`src/rtl/key_event_unit.sv`:
```
// Multi-channel key front end: sync, debounce, press/release pulses, optional auto-repeat (KEY_AUTOREPEAT_EN).
// Press/release accepted DEBOUNCE_CYCLES+3 edges after the pin changes; no backpressure, pulses are fire-and-forget.
module key_event_unit #(
  parameter int N_KEYS          = 4,
  parameter int DEBOUNCE_CYCLES = 500000,
  parameter int REPEAT_DELAY    = 25000000,
  parameter int REPEAT_PERIOD   = 5000000
) (
  input  logic              Clk,
  input  logic              Reset,
  input  logic [N_KEYS-1:0] key_n,
  output logic [N_KEYS-1:0] key_level,
  output logic [N_KEYS-1:0] press_pulse,
  output logic [N_KEYS-1:0] repeat_flag,
  output logic [N_KEYS-1:0] release_pulse,
  output logic              any_press,
  output logic [7:0]        press_total
);

  localparam int CNT_W = $clog2(DEBOUNCE_CYCLES + 1);
  localparam logic [CNT_W-1:0] CNT_LAST = CNT_W'(DEBOUNCE_CYCLES - 1);

  if (N_KEYS < 1 || N_KEYS > 16 || DEBOUNCE_CYCLES < 1 ||
      REPEAT_DELAY < 2 || REPEAT_PERIOD < 2) begin : g_param_check
    $error("key_event_unit: parameter out of range");
  end

  typedef enum logic [1:0] {
    IDLE        = 2'd0,
    DEB_PRESS   = 2'd1,
    HELD        = 2'd2,
    DEB_RELEASE = 2'd3
  } state_t;

  logic [N_KEYS-1:0] sync1_q, sync2_q;
  state_t            state_q [N_KEYS];
  state_t            state_d [N_KEYS];
  logic [CNT_W-1:0]  cnt_q   [N_KEYS];
  logic [CNT_W-1:0]  cnt_d   [N_KEYS];
  logic [N_KEYS-1:0] level_q, level_d;
  logic [N_KEYS-1:0] press_q, press_d;
  logic [N_KEYS-1:0] release_q, release_d;
  logic [N_KEYS-1:0] rflag_q, rflag_d;
  logic [7:0]        total_q, total_d;

`ifdef KEY_AUTOREPEAT_EN
  localparam int RPT_MAX = (REPEAT_DELAY > REPEAT_PERIOD) ? REPEAT_DELAY : REPEAT_PERIOD;
  localparam int RPT_W   = $clog2(RPT_MAX);
  localparam logic [RPT_W-1:0] DELAY_LAST  = RPT_W'(REPEAT_DELAY - 1);
  localparam logic [RPT_W-1:0] PERIOD_LAST = RPT_W'(REPEAT_PERIOD - 1);

  logic [RPT_W-1:0]  rpt_q [N_KEYS];
  logic [RPT_W-1:0]  rpt_d [N_KEYS];
  // first_q: the next repeat uses the long initial delay
  logic [N_KEYS-1:0] first_q, first_d;
`endif

  always_comb begin
    press_d   = '0;
    release_d = '0;
    rflag_d   = '0;
    level_d   = '0;
`ifdef KEY_AUTOREPEAT_EN
    first_d   = first_q;
`endif
    for (int k = 0; k < N_KEYS; k++) begin
      state_d[k] = state_q[k];
      cnt_d[k]   = cnt_q[k];
      case (state_q[k])
        IDLE: begin
          if (sync2_q[k]) begin
            state_d[k] = DEB_PRESS;
            cnt_d[k]   = '0;
          end
        end
        DEB_PRESS: begin
          if (!sync2_q[k]) begin
            state_d[k] = IDLE;
          end else if (cnt_q[k] == CNT_LAST) begin
            state_d[k] = HELD;
            press_d[k] = 1'b1;
          end else begin
            cnt_d[k] = cnt_q[k] + CNT_W'(1);
          end
        end
        HELD: begin
          if (!sync2_q[k]) begin
            state_d[k] = DEB_RELEASE;
            cnt_d[k]   = '0;
          end
        end
        DEB_RELEASE: begin
          if (sync2_q[k]) begin
            state_d[k] = HELD;
          end else if (cnt_q[k] == CNT_LAST) begin
            state_d[k]   = IDLE;
            release_d[k] = 1'b1;
          end else begin
            cnt_d[k] = cnt_q[k] + CNT_W'(1);
          end
        end
        default: state_d[k] = IDLE;
      endcase
      level_d[k] = (state_d[k] == HELD) || (state_d[k] == DEB_RELEASE);

`ifdef KEY_AUTOREPEAT_EN
      rpt_d[k] = rpt_q[k];
      if (state_q[k] == DEB_PRESS && state_d[k] == HELD) begin
        rpt_d[k]   = '0;
        first_d[k] = 1'b1;
      end else if (state_q[k] == HELD) begin
        // counts every HELD cycle, including the one that starts a release debounce
        if (rpt_q[k] == (first_q[k] ? DELAY_LAST : PERIOD_LAST)) begin
          rpt_d[k]   = '0;
          first_d[k] = 1'b0;
          press_d[k] = 1'b1;
          rflag_d[k] = 1'b1;
        end else begin
          rpt_d[k] = rpt_q[k] + RPT_W'(1);
        end
      end
      if (state_d[k] == IDLE) begin
        rpt_d[k]   = '0;
        first_d[k] = 1'b0;
      end
`endif
    end

    total_d = total_q;
    for (int k = 0; k < N_KEYS; k++) begin
      if (press_q[k] && !rflag_q[k]) total_d = total_d + 8'd1;
    end
  end

  always_ff @(posedge Clk) begin
    if (Reset) begin
      sync1_q   <= '0;
      sync2_q   <= '0;
      level_q   <= '0;
      press_q   <= '0;
      release_q <= '0;
      rflag_q   <= '0;
      total_q   <= '0;
      for (int k = 0; k < N_KEYS; k++) begin
        state_q[k] <= IDLE;
        cnt_q[k]   <= '0;
      end
    end else begin
      sync1_q   <= ~key_n;
      sync2_q   <= sync1_q;
      level_q   <= level_d;
      press_q   <= press_d;
      release_q <= release_d;
      rflag_q   <= rflag_d;
      total_q   <= total_d;
      for (int k = 0; k < N_KEYS; k++) begin
        state_q[k] <= state_d[k];
        cnt_q[k]   <= cnt_d[k];
      end
    end
  end

`ifdef KEY_AUTOREPEAT_EN
  always_ff @(posedge Clk) begin
    if (Reset) begin
      first_q <= '0;
      for (int k = 0; k < N_KEYS; k++) rpt_q[k] <= '0;
    end else begin
      first_q <= first_d;
      for (int k = 0; k < N_KEYS; k++) rpt_q[k] <= rpt_d[k];
    end
  end
`endif

  assign key_level     = level_q;
  assign press_pulse   = press_q;
  assign repeat_flag   = rflag_q;
  assign release_pulse = release_q;
  assign any_press     = |press_q;
  assign press_total   = total_q;

endmodule
```
`config.mk`:
```
export PLATFORM = sky130hd
export DESIGN_NAME = key_event_unit
export DESIGN_NICKNAME = d
export VERILOG_FILES = /design/src/rtl/key_event_unit.sv
export SDC_FILE = /design/constraint.sdc
export NUM_CORES = 1
export LEC_CHECK = 0
export ABC_AREA = 1
export ABC_CLOCK_PERIOD_IN_PS = 6400
export CORE_ASPECT_RATIO = 0.5
export CORE_MARGIN = 1.5
export CORE_UTILIZATION = 35
export CTS_CLUSTER_SIZE = 16
export DETAILED_ROUTE_END_ITERATION = 8
export SYNTH_ARGS = -nofsm -noshare
export SYNTH_HDL_FRONTEND = slang
export SYNTH_SLANG_ARGS = --single-unit
export TNS_END_PERCENT = 50
```
`constraint.sdc`:
```
create_clock -name Clk -period 6.4 [get_ports Clk]
set_input_delay 1.28 -clock Clk [delete_from_list [all_inputs] [get_ports Clk]]
set_output_delay 1.28 -clock Clk [all_outputs]
set_load 0.005 [all_outputs]
```
[After elaboration in Yosys (flattened, before gate mapping)]
Memories as Yosys holds them, arrays and structs flattened.
Index checks and enable logic that the tools add are counted.
Word-level totals
  bits of input ports: 6
  output and inout bits: 25
  memories: 2
  bits in writable memories: 84
  word-level logic and storage cells: 155
  flip-flop bits (word level): 28
Operators by class
  multiplexer cells: 71
  bitwise operators: 21
  $add $sub $neg: 8
  reductions and logical operators: 17
  equal/unequal tests: 24
Memory list
  cnt_q: words 4, bits a word 19, read ports 4, clocked after Yosys merged registers in 0, wr ports 4, line 38  | logic [CNT_W-1:0] cnt_q [N_KEYS];
  state_q: words 4, bits a word 2, read ports 4, clocked after Yosys merged registers in 0, wr ports 4, line 36  | state_t state_q [N_KEYS];
Operators with widths (number)
  19-bit 2-to-1 mux: 24
  19-bit one-hot mux with 4 select lines: 4
  19-bit by 1-bit adder with 19-bit output, second input constant: 4
  19-bit equality test, second input constant: 4
  2-bit 2-to-1 mux: 28
  8-bit by 1-bit adder with 8-bit output, second input constant: 4
  2-bit equality test, second input constant: 16
  8-bit 2-to-1 mux: 4
  2-bit one-hot mux with 4 select lines: 4
  3-bit OR reduction: 8
  1-bit inverter: 12
  2-bit by 1-bit equality test with 1-bit output, second input constant: 4
  2-bit zero test: 4
  1-bit OR: 8
  1-bit 2-to-1 mux: 7
  1-bit logical OR: 4
  4-bit inverter: 1
  4-bit OR reduction: 1

[Logic depth before layout (Yosys ltp)]
Gate-level depths: netlist (run 1).
  depth after elaboration: 8
  gate-level depth with buffers: 22
  mapped depth without buffers: 22

[Worst setup path after synthesis (run 1)]
No wires, ideal clock.
  kind: register to register
  start point: register total_q[0], in the netlist press_total[0]
  end point: register total_q[6], in the netlist press_total[6]
  cell stages (with the launch flop): 21
  clock period less this slack: 2620 ps
  library setup time: 113 ps
  data arrival time: 2508 ps
  path slack: 3780 ps
  buffers on the path: 0
  required time: 6287 ps
  path through: dfxtp_1 ha_1 inv_1 nand2_1 nand2_2 inv_1 ha_1 nand2_1 o21ai_0 ha_1 o21ai_0 inv_1 ha_1 nand2_1 nor2_1 nand3_1 nor2_1 nand2_1 nand2_1 nand2_1 nor2_1
On the way
  word-level cells in the longest chain between the ends: 8
Ends and longest elaborated chain
  start, declared: line 44  | logic [7:0] total_q, total_d;
  start signal, assigned: line 155  | total_q <= total_d;
  8-bit by 1-bit adder with 8-bit output: line 131  | if (press_q[k] && !rflag_q[k]) total_d = total_d + 8'd1;
  8-bit 2-to-1 mux (*): line 131
  8-bit by 1-bit adder with 8-bit output: line 131
  8-bit 2-to-1 mux (*): line 131
  8-bit by 1-bit adder with 8-bit output: line 131
  8-bit 2-to-1 mux (*): line 131
  8-bit by 1-bit adder with 8-bit output: line 131
  8-bit 2-to-1 mux (*): line 131
Mark *: on every way between the ends. The rest lies on a longest branch, timed or not.
A chain may end at the register's enable or synchronous reset.

[Final worst setup path (run 1)]
  start point: register press_q[1], in the netlist press_pulse[1]
  end point: output any_press
On the way
  word-level cells in the longest chain between the ends: 1
Ends and longest elaborated chain
  start, declared: line 41  | logic [N_KEYS-1:0] press_q, press_d;
  start signal, assigned: line 152  | press_q <= press_d;
  4-bit OR reduction: line 179  | assign any_press = |press_q;
  end, declared: line 16  | output logic any_press,
No other way between the ends.

==> results.py, run 1 <==
metrics = {
    "grt": {
        "antenna_found_initial": 0,
        "gr-total-overflow": 0,
        "grt_start_max_net_pins": 34,
        "track_usage_pct": 15.6,
        "grt_pass1_wl_um": 25100,
        "grt_pass1_vias": 5489,
    },
    "synth": {
        "syn_avg_cell_area_sq_um": 6.59,
        "syn_inst": 965,
        "ys_seq_area_share_pct": 35.3,
        "synth_cell_types": 31,
        "synth_warnings": 0,
        "syn_area_sq_mm": 0.00635,
        "synth.ff_latch_count": 112,
    },
    "pwr": {
        "power.switching_mw": 0.296,
        "p_seq_share_pct": 54.0,
        "p_leak_nw": 2.66,
        "p_per_area_mw_per_mm2": 185,
        "pwr-share-clk_pct": 43.2,
        "p_comb_share_pct": 2.9,
        "switching_share_pct": 22.7,
        "p_int_mw": 1.01,
        "ir_drop_v": 0.000104,
    },
    "setup_path": {
        "cpPeakStageDelay_ns": 0.52,
        "cp-start-kind": "flop",
        "crit_arrival_ns": 1.66,
        "end_kind": "output pin",
        "crit_chain": "inv_1 > nand4_1 > clkdlybuf4s50_1",
        "cp_max_fo": 6,
        "slowest_stage": "dfxtp_1",
        "path_class": "reg -> out",
        "cp_num_buf_inv": 2,
        "path_delay_family": "buffers and inverters",
        "required_ns": 5.12,
    },
    "flow_run": {
        "drv_cap": 0,
    },
    "clocking": {
        "clockBufferDepth": 2,
        "post-cts-setup-buffers": 0,
        "root_buffer": "clkbuf_16",
        "cts_buffers": 9,
        "ctsResizeCount": 0,
        "htreeDepth": 3,
        "hold_buffers": 0,
        "worstSkewPairLatency_ns": 0.35,
        "cts_tree": "built",
        "cts_sinks": 112,
        "cts.reportedPaths.clkPinSlew_ns": 0.07,
    },
    "route": {
        "first_pass_iters": 7,
        "wl_um": 14500,
        "routedWlPerCell_um": 12.0,
        "ant_nets": 0,
        "drt-initial-drc-count": 322,
        "vias_per_cell": 4.98,
        "drc": 2,
        "vias": 6046,
    },
    "timing": {
        "hold_violations": 0,
        "max_slew.worst_pin.slew_ns": 0.705,
        "finalCritPeriodShare_pct": 46.0,
        "finalClockSkew_ns": 0.00985,
        "period_minus_slack_ns": 2.94,
        "slew_violations": 0,
        "rsz0062_at_grt": "no",
        "slew_headroom_pct": 52.9,
        "fmax_mhz": 340,
        "finalSetupViolCount": 0,
        "finalSetupTns_ns": 0,
        "fin_ws_ns": 3.46,
    },
    "die": {
        "initial_core_util_pct": 36.2,
        "core_area_sq_mm": 0.0176,
        "io_pins": 31,
        "dieArea_sq_mm": 0.0190,
        "fp.dieH_um": 98.3,
        "fp-row-count": 34,
        "die_w_um": 194,
    },
    "final_layout": {
        "final_nets": 989,
        "fin_area_sq_mm": 0.00707,
        "antenna_cells": 0,
        "layout_commonest_cell": "nand2_1",
        "layout_common_cells": "165 x nand2_1, 130 x inv_1, 126 x nor2_1",
        "drive_gt1_share_pct": 3.78,
        "area_growth_pct": 11.2,
        "fillers": 1860,
    },
    "placement": {
        "place_ws_ns": 3.39,
        "place_congestion": 0.904,
        "placed_area_sq_mm": 0.00677,
        "portBuffers": 26,
        "dp_hpwl_um": 10900,
    },
    "run_status": {
        "status": "finished, violations left",
        "violations": "design-rule violations",
    },
    "worst_hold_path": {
        "hold_path_class": "reg -> reg",
    },
}
-- metrics by stage --
| stage | instances | power [mW] | hold slack (ns) | util, % |
|---|---|---|---|---|
| 2_1_floorplan | 968 | 0.751 | 0.388 | - |
| 3_3_place_gp | 1198 | 0.759 | 0.399 | 38.5 |
| 3_5_place_dp | 1198 | 0.760 | 0.399 | 38.5 |
| 4_1_cts | 1214 | 1.32 | 0.409 | 40.2 |
| 5_1_grt | 1214 | 1.36 | 0.427 | 40.2 |
| 6_report | 1214 | 1.31 | 0.406 | 40.2 |
-- per-layer routing --
metal  up-vias  routed length [um]  global-route usage [%]
li1       3200                   -                       -
met1      2740                7560                    20.9
met2        97                6360                    25.6
met3         9                 498                    3.14
met4         0                 119                    4.12
met5         -                   0                       0
-- tightest hold or removal path, cell delays in order, from the launching register on --
cell	delay [ns]
dfxtp_1	0.30
inv_1	0.04
nor2_1	0.03
-- sequential cells by signal (all words and copies together), names as in the netlist --
register	flops
press_total	8
state_q	8
sync1_q	4
sync2_q	4
press_pulse	4
key_level	4
release_pulse	4
cnt_q	76
-- final timing paths --
kind | slack [ns] | end | from | cells past startpoint
hold / removal | 0.41 | sync2_q[2] | sync1_q[2] | 2
setup / recovery | 3.46 | any_press | press_pulse[1] | 3
hold reg to reg | 0.41 | sync2_q[2] | sync1_q[2] | 2
setup reg to reg | 3.53 | press_total[6] | press_total[0] | 20
-- final cells by class --
cell class / count / area, sq um / area share (%)
sequential: 112 / 2240 / 31.7
timing repair buffer: 27 / 263 / 3.72
clock inverter: 4 / 36.3 / 0.513
inverter: 135 / 507 / 7.17
multi-input combinational: 690 / 3460 / 49.0
tap: 234 / 293 / 4.14
clock buffer: 12 / 267 / 3.77
-- synth_stat cells (all sizes together) --
| library cell | number | area share, % |
|---|---|---|
| a21oi | 78 | 6.2 |
| a31oi | 3 | 0.30 |
| buf | 15 | 1.3 |
| clkbuf | 16 | 1.1 |
| clkinv | 1 | 0.059 |
| conb | 1 | 0.059 |
| dfxtp | 112 | 35 |
| ha | 8 | 1.6 |
| inv | 134 | 7.9 |
| nand2 | 173 | 11 |
| nand3 | 69 | 5.5 |
| nand3b | 10 | 1.2 |
| nand4 | 45 | 4.4 |
| nor2 | 129 | 7.9 |
| nor3 | 67 | 5.3 |
| nor4 | 19 | 2.0 |
| o211a | 4 | 0.63 |
| o211ai | 1 | 0.12 |
| o21ai | 40 | 3.2 |
| or2 | 1 | 0.099 |
| xnor2 | 11 | 1.5 |
| xor2 | 28 | 3.9 |
-- power by group through the flow --
stage          clock (mW)  combinational [mW]  sequential (mW)
2_1_floorplan           0              0.0305            0.720
5_1_grt             0.613              0.0427            0.706
6_report            0.564              0.0374            0.705
3_5_place_dp            0              0.0378            0.722
4_1_cts             0.582              0.0378            0.705
3_3_place_gp            0              0.0373            0.722
-- logic make-up after synthesis --
group	count (synthesis)	share of synthesized area [%]
other	1	0.0590
XOR/XNOR	39	5.38
buffers and inverters	166	10.4
AO/OA/AOI/OAI	126	10.4
adder cells (fa/ha/maj)	8	1.58
AND/OR/NAND/NOR	513	36.9
flip-flops	112	35.3
Power figures use the tool's default switching activity.
==> inputs of run 2 (changes only) <==
- ABC_CLOCK_PERIOD_IN_PS: 6400 -> 2600
- clock period: 6.4 -> 2.6 ns (I/O delays scaled with it)
==> results.py, run 2 (synthesized netlist as in run 1, its figures left out) <==
metrics = {
    "run_status": {
        "status": "finished, violations left",
        "violations": "design-rule violations",
    },
    "setup_path": {
        "crit_arrival_ns": 2.78,
        "critPathLaunch": "press_total[1]",
        "path_delay_family": "simple AND/OR/NAND/NOR gates",
        "critPathMostFrequentCell": "nor2_1",
        "r2r_slack_ns": 0.10,
        "crit_cells": 21,
        "cp-start-kind": "flop",
        "cp_max_fo": 3,
        "cp_num_buf_inv": 4,
        "cpPeakStageDelay_ns": 0.34,
        "end_kind": "flop",
        "reg2reg_depth": 21,
        "rr_startpoint": "press_total[1]",
        "crit_end": "press_total[6]",
        "slowest_stage": "dfxtp_2",
        "crit_chain": "ha_4 > inv_2 > nand2_2 > nand2_2 > inv_2 > ha_4 > nand2_2 > o21ai_2 > ha_2 > nand2_2 > nand3b_1 > buf_4 > nor2_1 > nand2_1 > nor2_1 > nor2_1 > nor2_1 > inv_1 > nand2_1 > nand2_1 > nor2_1",
        "path_class": "reg -> reg",
        "required_ns": 2.89,
        "r2r-end": "press_total[6]",
    },
    "placement": {
        "dp_hpwl_um": 10800,
        "place_congestion": 0.902,
        "portBuffers": 26,
    },
    "timing": {
        "period_minus_slack_ns": 2.50,
        "slew_headroom_pct": 64.2,
        "finalCritPeriodShare_pct": 96.1,
        "max_slew.worst_pin.slew_ns": 0.537,
        "hold_violations": 0,
        "finalSetupViolCount": 0,
        "slew_violations": 0,
        "finalClockSkew_ns": 0.00897,
        "finalSetupTns_ns": 0,
        "fmax_mhz": 400,
        "rsz0062_at_grt": "yes",
    },
    "final_layout": {
        "final_nets": 1003,
        "drive_gt1_share_pct": 6.46,
        "largest_register": "cnt_q",
        "fillers": 1799,
        "largest_reg_flops": 76,
        "layout_commonest_cell": "nand2_1",
        "area_growth_pct": 13.9,
        "antenna_cells": 0,
        "layout_common_cells": "161 x nand2_1, 128 x inv_1, 125 x nor2_1",
    },
    "clocking": {
        "worstSkewPairLatency_ns": 0.35,
        "htreeDepth": 3,
        "clockBufferDepth": 2,
        "cts_sinks": 112,
        "root_buffer": "clkbuf_16",
        "cts_buffers": 9,
        "cts.reportedPaths.clkPinSlew_ns": 0.07,
        "hold_buffers": 0,
        "cts_tree": "built",
    },
    "route": {
        "ant_nets": 0,
        "drc": 1,
        "routedWlPerCell_um": 12.0,
        "vias": 6079,
        "drt-initial-drc-count": 352,
        "first_pass_iters": 6,
        "vias_per_cell": 4.96,
        "wl_um": 14700,
    },
    "worst_hold_path": {
        "hold_path_class": "reg -> reg",
    },
    "grt": {
        "track_usage_pct": 16.0,
        "antenna_found_initial": 0,
        "gr-total-overflow": 0,
        "grt_pass1_wl_um": 25700,
        "grt_pass1_vias": 5576,
        "grt_start_max_net_pins": 37,
    },
    "flow_run": {
        "drv_cap": 0,
    },
    "pwr": {
        "total_power_mw": 3.30,
        "ir_drop_v": 0.000339,
        "p_leak_nw": 2.72,
        "p_per_area_mw_per_mm2": 455,
    },
    "die": {
        "dieArea_sq_mm": 0.0190,
        "die_w_um": 194,
        "io_pins": 31,
        "fp.dieH_um": 98.3,
        "initial_core_util_pct": 36.2,
        "fp-row-count": 34,
        "core_area_sq_mm": 0.0176,
    },
}
-- run 2: cell type report --
cell class	count	area, sq um	share of cell area, %
clock buffers	10	239	3.30
clock inverters	3	68.8	0.951
inverters	135	507	7.00
multi-input cells	690	3510	48.6
flip-flops and latches	112	2250	31.0
well taps	234	293	4.05
repair buffers	41	368	5.08
-- run 2: worst reg2reg max path: cells and delay by family (launching register included) --
family          cells  cell delay [ns]
simple gates       13             1.06
fa+ha+maj           3             0.67
flops               1             0.34
buf+inv             4             0.32
compound gates      1             0.06
-- run 2: per-layer routing --
metal  vias up  GRT usage (%)  share of wire (%)
met4         0           4.24                1.1
met1      2749           21.5                 51
met2       102           26.4                 44
met5         -              0                  0
li1       3213              -                  -
met3        15           3.18                3.7
-- run 2: worst min path at each step --
stage                     startpoint         end  slack [ns]  cells after the start
after global placement    sync1_q[1]  sync2_q[1]        0.39                      2
after CTS                 sync1_q[2]  sync2_q[2]        0.40                      2
final                     sync1_q[2]  sync2_q[2]        0.40                      2
after floorplan           sync1_q[0]  sync2_q[0]        0.39                      2
after global routing      sync1_q[2]  sync2_q[2]        0.43                      2
after detailed placement  sync1_q[2]  sync2_q[2]        0.40                      2
-- run 2: stage by stage --
step	hold slack [ns]	setup WS [ns]	instances	cell area, sq um	utilization, %
2_1_floorplan	0.388	0.0491	968	6370	-
3_3_place_gp	0.394	0.0689	1210	6860	39.0
3_5_place_dp	0.395	0.0152	1210	6860	39.0
4_1_cts	0.399	0.0112	1223	7170	40.8
5_1_grt	0.426	-0.107	1225	7240	41.2
6_report	0.397	0.101	1225	7240	41.2
-- run 2: power breakdown --
part | switching [mW] | leakage (nW) | internal, mW
clock | 0.601 | 0.150 | 0.857
sequential | 0.0117 | 0.906 | 1.72
combinational | 0.0731 | 1.67 | 0.0276
-- run 2: what timing repair did --
| action | CTS | global route |
|---|---|---|
| buffers inserted | 0 | 2 |
| cloned | 0 | 0 |
| pin swaps | 1 | 14 |
| endpoints found under the setup margin | 2 | 5 |
| resized for setup | 1 | 16 |
==> inputs of run 3 (changes only) <==
--- a/config.mk
+++ b/config.mk
@@ -14,2 +14,3 @@
 export DETAILED_ROUTE_END_ITERATION = 8
+export DONT_BUFFER_PORTS = 1
 export SYNTH_ARGS = -nofsm -noshare
==> constraint.sdc (replaced) <==
create_clock -name Clk -period 2.6 [get_ports Clk]
set_input_delay 0.26 -clock Clk [delete_from_list [all_inputs] [get_ports Clk]]
set_output_delay 0.26 -clock Clk [all_outputs]
set_load 0.005 [all_outputs]
==> results.py, run 3 (synthesized netlist as in run 1, its figures left out) <==
metrics = {
    "timing": {
        "max_slew.worst_pin.slew_ns": 0.702,
        "finalClockSkew_ns": 0.00815,
        "slew_violations": 0,
        "finalCritPeriodShare_pct": 93.4,
        "rsz0062_at_grt": "yes",
        "slew_headroom_pct": 52.9,
        "finalSetupTns_ns": 0,
        "hold_violations": 0,
        "period_minus_slack_ns": 2.43,
        "finalSetupViolCount": 0,
        "holdWs_ns": 0.154,
        "fin_ws_ns": 0.172,
        "fmax_mhz": 412,
    },
    "run_status": {
        "violations": "design-rule violations",
        "status": "finished, violations left",
    },
    "pwr": {
        "p_leak_nw": 2.68,
        "ir_drop_v": 0.000349,
        "p_per_area_mw_per_mm2": 461,
    },
    "placement": {
        "place_congestion": 0.900,
        "place_ws_ns": -0.0273,
        "portBuffers": 0,
        "dp_hpwl_um": 10600,
    },
    "die": {
        "io_pins": 31,
        "initial_core_util_pct": 36.2,
        "die_w_um": 194,
        "fp.dieH_um": 98.3,
        "core_area_sq_mm": 0.0176,
        "fp-row-count": 34,
        "dieArea_sq_mm": 0.0190,
    },
    "grt": {
        "gr-usage-met3_pct": 3.25,
        "grt_start_max_net_pins": 56,
        "grt_pass1_wl_um": 25300,
        "gr-usage-met1_pct": 20.5,
        "track_usage_pct": 15.7,
        "gr-total-overflow": 0,
        "use_met2_pct": 26.9,
        "antenna_found_initial": 0,
        "top_usage_layer": "met2",
        "grt_pass1_vias": 5574,
    },
    "final_layout": {
        "largest_register": "cnt_q",
        "fillers": 1840,
        "layout_common_cells": "159 x nand2_1, 126 x inv_1, 124 x nor2_1",
        "drive_gt1_share_pct": 7.08,
        "layout_commonest_cell": "nand2_1",
        "antenna_cells": 0,
        "area_growth_pct": 11.3,
        "largest_reg_flops": 76,
        "final_nets": 983,
    },
    "clocking": {
        "worstSkewPairLatency_ns": 0.34,
        "cts_tree": "built",
        "cts_buffers": 9,
        "htreeDepth": 3,
        "cts_sinks": 112,
        "cts.reportedPaths.clkPinSlew_ns": 0.08,
        "root_buffer": "clkbuf_16",
        "clockBufferDepth": 2,
    },
    "worst_hold_path": {
        "hold_path_class": "in -> reg",
    },
    "setup_path": {
        "cp-start-kind": "flop",
        "cpPeakStageDelay_ns": 0.34,
        "critPathMostFrequentCell": "nand2_1",
        "end_kind": "flop",
        "crit_chain": "ha_4 > inv_2 > nand2_2 > nand2_2 > inv_2 > ha_4 > nand2_2 > o21ai_2 > ha_2 > o21ai_2 > inv_1 > ha_1 > nand2_1 > nor2_1 > nand3_1 > nor2_1 > nand2_1 > nand2_1 > nand2_1 > nor2_1",
        "path_class": "reg -> reg",
        "crit_arrival_ns": 2.67,
        "cp_max_fo": 3,
        "slowest_stage": "dfxtp_2",
        "required_ns": 2.85,
    },
    "route": {
        "vias_per_cell": 5.02,
        "routedWlPerCell_um": 12.2,
        "drc": 1,
        "first_pass_iters": 7,
        "wl_um": 14700,
        "ant_nets": 0,
        "vias": 6061,
        "drt-initial-drc-count": 373,
    },
    "flow_run": {
        "drv_cap": 0,
    },
}
-- run 3: cell types whose count changed in the layout (fill, tap and decap cells not counted), sizes merged --
| cell | before | now |
|---|---|---|
| buf | 16 | 15 |
| bufinv | 2 | 1 |
| clkbuf | 10 | 11 |
| clkdlybuf4s50 | 25 | 0 |
| clkinvlp | 0 | 1 |
| dlygate4sd3 | 0 | 6 |
| inv | 134 | 136 |
-- run 3: layer usage --
metal	vias up	routed length, um	share of wire (%)
li1	3184	-	-
met1	2751	7280	49
met2	113	6710	46
met3	13	624	4.2
met4	0	125	0.85
met5	-	0	0
-- run 3: stage by stage --
step / power (mW) / instance area (sq um) / util [%] / cells
2_1_floorplan: 1.85 / 6370 / - / 968
6_report: 3.26 / 7070 / 40.3 / 1208
5_1_grt: 3.40 / 7070 / 40.3 / 1208
4_1_cts: 3.31 / 6970 / 39.7 / 1204
3_5_place_dp: 1.85 / 6590 / 37.5 / 1182
3_3_place_gp: 1.85 / 6590 / 37.5 / 1182
-- run 3: cell type report --
cell class | instances | area [sq um] | share of cell area, %
multi-input combinational | 690 | 3520 | 49.8
clock inverter | 5 | 63.8 | 0.902
timing repair buffer | 21 | 196 | 2.78
clock buffer | 11 | 243 | 3.43
inverter | 135 | 507 | 7.16
sequential | 112 | 2250 | 31.8
tap | 234 | 293 | 4.14
-- run 3: worst paths after layout --
kind / start / end / slack (ns) / depth (start not counted)
max: press_total[1] / press_total[6] / 0.17 / 20
min: Reset / cnt_q[0][6] / 0.15 / 3
max reg2reg: press_total[1] / press_total[6] / 0.17 / 20
min reg2reg: sync1_q[2] / sync2_q[2] / 0.40 / 2
-- run 3: what timing repair did --
item,4_1_cts,5_1_grt
buffers inserted,0,3
resized for setup,1,23
endpoints found under the hold margin,56,1
endpoints found under the setup margin,1,5
hold buffers,6,1
pin swaps,2,18
-- run 3: critical path: cells and delay by family, from the launching register on --
kind,cells,cell delay (ns)
adder cells (fa/ha/maj),4,0.97
AND/OR/NAND/NOR,11,0.67
flip-flops,1,0.34
AO/OA/AOI/OAI,2,0.20
buffers and inverters,3,0.14
-- run 3: report_power, final --
part / leakage [nW] / switching (mW) / internal (mW)
sequential: 0.906 / 0.0115 / 1.72
combinational: 1.63 / 0.0699 / 0.0299
clock: 0.147 / 0.645 / 0.784
==> edit 1, RTL diff (config.mk and constraints of run 2) <==
Add a define of `KEY_AUTOREPEAT_EN`.
--- a/src/rtl/key_event_unit.sv
+++ b/src/rtl/key_event_unit.sv
@@ -1,5 +1,7 @@
 // Multi-channel key front end: sync, debounce, press/release pulses, optional auto-repeat (KEY_AUTOREPEAT_EN).
 // Press/release accepted DEBOUNCE_CYCLES+3 edges after the pin changes; no backpressure, pulses are fire-and-forget.
+`define KEY_AUTOREPEAT_EN
+
 module key_event_unit #(
   parameter int N_KEYS          = 4,
   parameter int DEBOUNCE_CYCLES = 500000,
Function: no difference found for any inputs over 10 cycles, from zero or initial values and one cycle with Reset high; that may be too few to reach the edited logic, so the function may still have changed.
==> edit 1 against run 2 <==
The run ends with setup timing left; routed wire length grew 88%; fmax shrank 4.2%; total power grew 110%; sequential cell count grew 108; cell area grew 92%; global-route usage shrank 0.39 points; area after synthesis grew 87%; setup slack lost 0.11 ns; sequential share of layout area grew 0.76 points; count of clock-buffer cells in the layout grew 17; critical endpoint unchanged; clock power grew 140%; non-clock buffer count grew 37.
==> edit 1: results (changes against run 2) <==
Outcome -> finished, violations left
Failing checks -> setup timing
Worst VDD drop -> 0.475 mV (+40%)
Port bufs -> 30 (+15%)
Rel. slew slack -> 0.373 (-0.269)
Final wirelength -> 27.5 mm (+88%)
Setup violations, final -> 1 (+1)
Lkg Pwr -> 4.99 nW (+83%)
Largest net degree at the start of global routing -> 31 (-16%)
Reg2reg path depth -> 20 (-4.8%)
Skew-Pair Late Insertion Delay -> 0.55 ns (+0.20 ns)
Ys async rst share -> 0 (unchanged)
DRT iter0 DRCs -> 755 (+110%)
Via count -> 10,900 (+79%)
Final WS setup -> -0.00975 ns (-0.111 ns)
Clock Skew -> 0.0282 ns (+0.0192 ns)
Placer Congestion -> 0.889 (-1.4%)
Count of cell types in the netlist -> 54 (+74%)
DP HPWL -> 20.7 mm (+91%)
CTS max path bufs -> 3 (+1)
CTS Buf Count -> 23 (+14)
Share of cells above drive strength 1 -> 0.104 (+0.0395)
Synth top cells by count -> 319 x nand2_1, 251 x nor2_1, 228 x inv_1
Ant diodes -> 0 (unchanged)
Worst EP arrival -> 3.03 ns (+0.25 ns)
Final net count -> 1,817 (+81%)
Post-DP Area -> 12,900 µm² (+88%)
Synth area leaders -> dfxtp_1 37%, nand2_1 10%, nor2_1 7.9%
Initial antenna violation count -> 0 (unchanged)
DRT Pass-1 Iters -> 7 (+1)
Sequential share of the synthesized area -> 0.372 (+0.0187)
Number of global-route vias before repair -> 10,000 (+79%)
CTS root buf -> clkbuf_16
H-tree depth -> 1 (-2)
First-pass GRT wire length -> 46.8 mm (+82%)
GRT Total Usage -> 0.157 (-0.00388)
==> edit 1: cell types whose count changed in the layout (fill, tap and decap cells not counted), moves of 32 or more <==
cell     delta
nor2_1    +121
xor2_1     +42
inv_1      +96
nor3_1     +36
nand2_1   +147
dfxtp_1   +107
buf_4      +32
==> edit 1: layer usage <==
metal / GRT usage / share of wire / up-vias
li1: - / - / 5807
met1: 0.220 / 0.52 / 4907
met2: 0.251 / 0.43 / 110
met3: 0.0283 / 0.032 / 34
met4: 0.0331 / 0.017 / 0
met5: 0 / 0 / -
==> edit 1: area by class of cell <==
type,count,area [µm²]
clock buffer,27,631
clock inverter,15,186
fill,3394,19400
inverter,244,916
multi-input combinational,1232,6520
sequential,220,4410
tap,441,552
timing repair buffer,78,659
==> edit 1: logic make-up after synthesis <==
| kind of cell | count (synthesis) | synth area share |
|---|---|---|
| AO/OA/AOI/OAI | 161 | 0.0776 |
| XOR/XNOR | 96 | 0.0709 |
| buffers and inverters | 270 | 0.0883 |
| flip-flops | 220 | 0.372 |
| AND/OR/NAND/NOR | 963 | 0.379 |
| adder cells (fa/ha/maj) | 12 | 0.0127 |
==> edit 1: report_power, final <==
part           switching, mW  leakage, nW  internal, mW  total, mW
sequential            0.0113         1.78          3.38       3.39
clock                   1.48        0.395          2.07       3.55
combinational         0.0933         2.82        0.0383      0.132
==> edit 1: timing repair <==
item / CTS / global route
hold endpoints to repair: 0 / 0
pin swaps: 12 / 17
resized for setup: 7 / 21
setup buffers: 8 / 1
setup endpoints to repair: 3 / 6
==> edit 1: critical path: stages, from the launching register on <==
cell and delay (ns):
dfxtp_4 0.35, ha_4 0.23, inv_2 0.05, nand2_2 0.05, nand2_2 0.08, inv_2 0.04
ha_4 0.19, or2_1 0.22, nand2_1 0.09, inv_2 0.06, ha_4 0.27, nand2_4 0.05
nand2_4 0.09, ha_4 0.14, nand2_4 0.06, nor2_4 0.10, nand2_2 0.08, nor2_4 0.12
nand2_1 0.05, o21ai_1 0.12, nor2_1 0.05
==> edit 1: metrics by stage <==
| stage | setup TNS, ns | util | setup slack (ns) | instances |
|---|---|---|---|---|
| floorplan | 0 | - | 0.00623 | 1722 |
| global placement | -0.115 | 0.388 | -0.0925 | 2207 |
| detailed placement | -0.144 | 0.388 | -0.100 | 2207 |
| CTS | -0.0667 | 0.416 | -0.0557 | 2257 |
| global route | -0.297 | 0.418 | -0.144 | 2257 |
| finish | -0.00975 | 0.418 | -0.00975 | 2257 |
==> edit 1: path summary, 6_finish.rpt <==
kind | from | to | slack (ns)
worst min register to register | sync1_q[0] | sync2_q[0] | 0.41
worst min-delay path | sync1_q[0] | sync2_q[0] | 0.41
worst max-delay path | press_total[0] | press_total[6] | -0.01
worst max register to register | press_total[0] | press_total[6] | -0.01
==> edit 2, RTL diff (config.mk and constraints of run 2) <==
Without the edit above. Register the output `key_level` once more; this adds one clock of latency there. The other outputs are not delayed to match.
--- a/src/rtl/key_event_unit.sv
+++ b/src/rtl/key_event_unit.sv
@@ -172,7 +172,9 @@
   end
 `endif
 
-  assign key_level     = level_q;
+  always_ff @(posedge Clk) begin
+    key_level <= level_q;
+  end
   assign press_pulse   = press_q;
   assign repeat_flag   = rflag_q;
   assign release_pulse = release_q;
Function: no difference found for any inputs over 10 cycles, from zero or initial values and one cycle with Reset high; that may be too few to reach the edited logic, so the function may still have changed.
==> edit 2 against run 2 <==
Utilization up 2.1 points; setup slack better by 0.038 ns; sequential share of layout area fell by 0.39 points; fmax is 1.6% higher; cell area rose by 4.9%; total power up 27%; sequential cell count rose by 4; area after synthesis decreased by 0.67%; routed wire length increased by 1.7%; global-route usage increased by 0.27 points; critical path type unchanged; critical endpoint unchanged; largest cell class unchanged.
==> edit 2: results (changes against run 2) <==
Reg-to-Reg Start -> press_total[0]
Largest net degree at the start of global routing -> 37 (unchanged)
Setup CP Type -> reg2reg
Number of global-route vias before repair -> 5,620 (+0.79%)
CTS clk-pin slew, worst paths -> 0.06 ns
DRT iter0 DRCs -> 281 (-20%)
Clock Skew -> 0.0116 ns (+0.00266 ns)
CTS max path bufs -> 2 (unchanged)
Initial antenna violation count -> 0 (unchanged)
Yosys warns -> 0 (unchanged)
Main synth FF type -> dfxtp_1
CTS Buf Count -> 17 (+8)
Grt ovf -> 0 (unchanged)
Worst-path fanout max -> 3 (unchanged)
Lkg Pwr -> 2.89 nW (+6.3%)
Routed length per instance -> 12.1 µm (+1.4%)
Sequential share of the synthesized area -> 0.368 (+0.0151)
DRT Pass-1 Iters -> 5 (-1)
Fill cells -> 1,807 (+0.44%)
Skew-Pair Late Insertion Delay -> 0.41 ns (+0.06 ns)
Max FFs per register -> 76 (unchanged)
Worst hold path startpoint -> level_q[3]
Post-DP Area -> 6850 µm² (about the same)
Outcome -> completed
Port bufs -> 26 (unchanged)
Power Density -> 551 nW/µm² (+21%)
Final net count -> 996 (-0.70%)
Tightest Pin Transition -> 0.657 ns (+0.120 ns)
Ys async rst share -> 0 (unchanged)
Path category of the worst min-delay check -> reg2reg
Synth top cells by count -> 165 x nand2_1, 124 x inv_1, 117 x nor2_1
R2R Setup Slk -> 0.14 ns (+0.04 ns)
GRT Total Usage -> 0.163 (+0.00275)
First-pass GRT wire length -> 25.4 mm (-0.94%)
DP HPWL -> 11.0 mm (+1.4%)
Placer Congestion -> 0.893 (-0.93%)
Worst VDD drop -> 0.491 mV (+45%)
Share of cells above drive strength 1 -> 0.0965 (+0.0319)
Biggest register -> cnt_q
Count of cell types in the netlist -> 40 (+29%)
Worst EP arrival -> 2.76 ns (-0.02 ns)
Via count -> 6,159 (+1.3%)
CTS root buf -> clkbuf_16
H-tree depth -> 4 (+1)
Synth area leaders -> dfxtp_1 37%, nand2_1 9.8%, inv_1 7.4%
Ant diodes -> 0 (unchanged)
-- edit 2: cell count changes after synthesis, sizes merged, moves of 4 or more --
cell / change
a211oi: +4
clkbuf: -6
dfxtp: +4
inv: -6
nand4: -6
nor2: -9
nor3: -6
nor4: +6
xor2: -5
-- edit 2: logic make-up (layout without fill, tap and decap cells) --
group	Yosys count	count (layout)	synth area share
adders and majority gates	8	8	0.0159
DFF	116	116	0.368
xor gates and xnor gates	31	31	0.0430
buffers and inverters	158	208	0.101
and+or+nand+nor	497	497	0.361
AOI/OAI and AO/OA	131	131	0.111
other	1	4	0.000594
-- edit 2: layer usage --
metal / vias to the layer above / routed length [µm] / global-route usage
met5: - / 0 / 0
met4: 0 / 136 / 0.0456
met3: 15 / 539 / 0.0367
met2: 90 / 6700 / 0.262
met1: 2853 / 7520 / 0.220
li1: 3201 / - / -
-- edit 2: what timing repair did --
action	4_1_cts	5_1_grt
cloned	0	0
endpoints found under the setup margin	1	5
resized for setup	5	22
pin swaps	7	21
setup buffers	4	3
-- edit 2: stage by stage --
step / worst slack, ns / hold slack [ns] / std cells
floorplan: 0.0394 / 0.310 / 945
global placement: 0.0339 / 0.310 / 1191
detailed placement: -0.0525 / 0.313 / 1191
CTS: 0.00536 / 0.328 / 1227
global route: -0.0654 / 0.340 / 1229
finish: 0.139 / 0.327 / 1229
-- edit 2: where the power goes --
group	leakage, nW	switching [mW]	internal, mW
sequential	0.938	0.00885	1.79
combinational	1.68	0.0711	0.0279
clock	0.280	0.870	1.42
total	2.89	0.950	3.23
-- edit 2: path summary, 6_finish.rpt --
path / end / cells past startpoint
min reg2reg: key_level[3] / 0
max reg2reg: press_total[6] / 21
min: key_level[3] / 0
max: press_total[6] / 21
-- edit 2: area by class of cell --
class | count | area [µm²] | area share
multi-input cells | 671 | 3490 | 0.460
inverters | 130 | 488 | 0.0643
clock buffers | 17 | 425 | 0.0561
flip-flops and latches | 116 | 2330 | 0.306
well taps | 234 | 293 | 0.0386
clock inverters | 15 | 159 | 0.0209
repair buffers | 46 | 409 | 0.0539
-- edit 2: critical path, cell delays in order (launching register included) --
cell and delay, ns:
dfxtp_2 0.33, ha_4 0.23, inv_2 0.04, nand2_2 0.05, nand2_2 0.08, inv_2 0.05
ha_4 0.26, nand2_4 0.04, nand2_4 0.08, ha_4 0.19, or2_4 0.23, o21ai_4 0.07
inv_2 0.06, ha_4 0.16, nand2_4 0.07, nor2_4 0.04, nand2_2 0.06, nor2_1 0.04
nand3_1 0.09, nand2_1 0.06, nand2_1 0.06, nor2_1 0.05
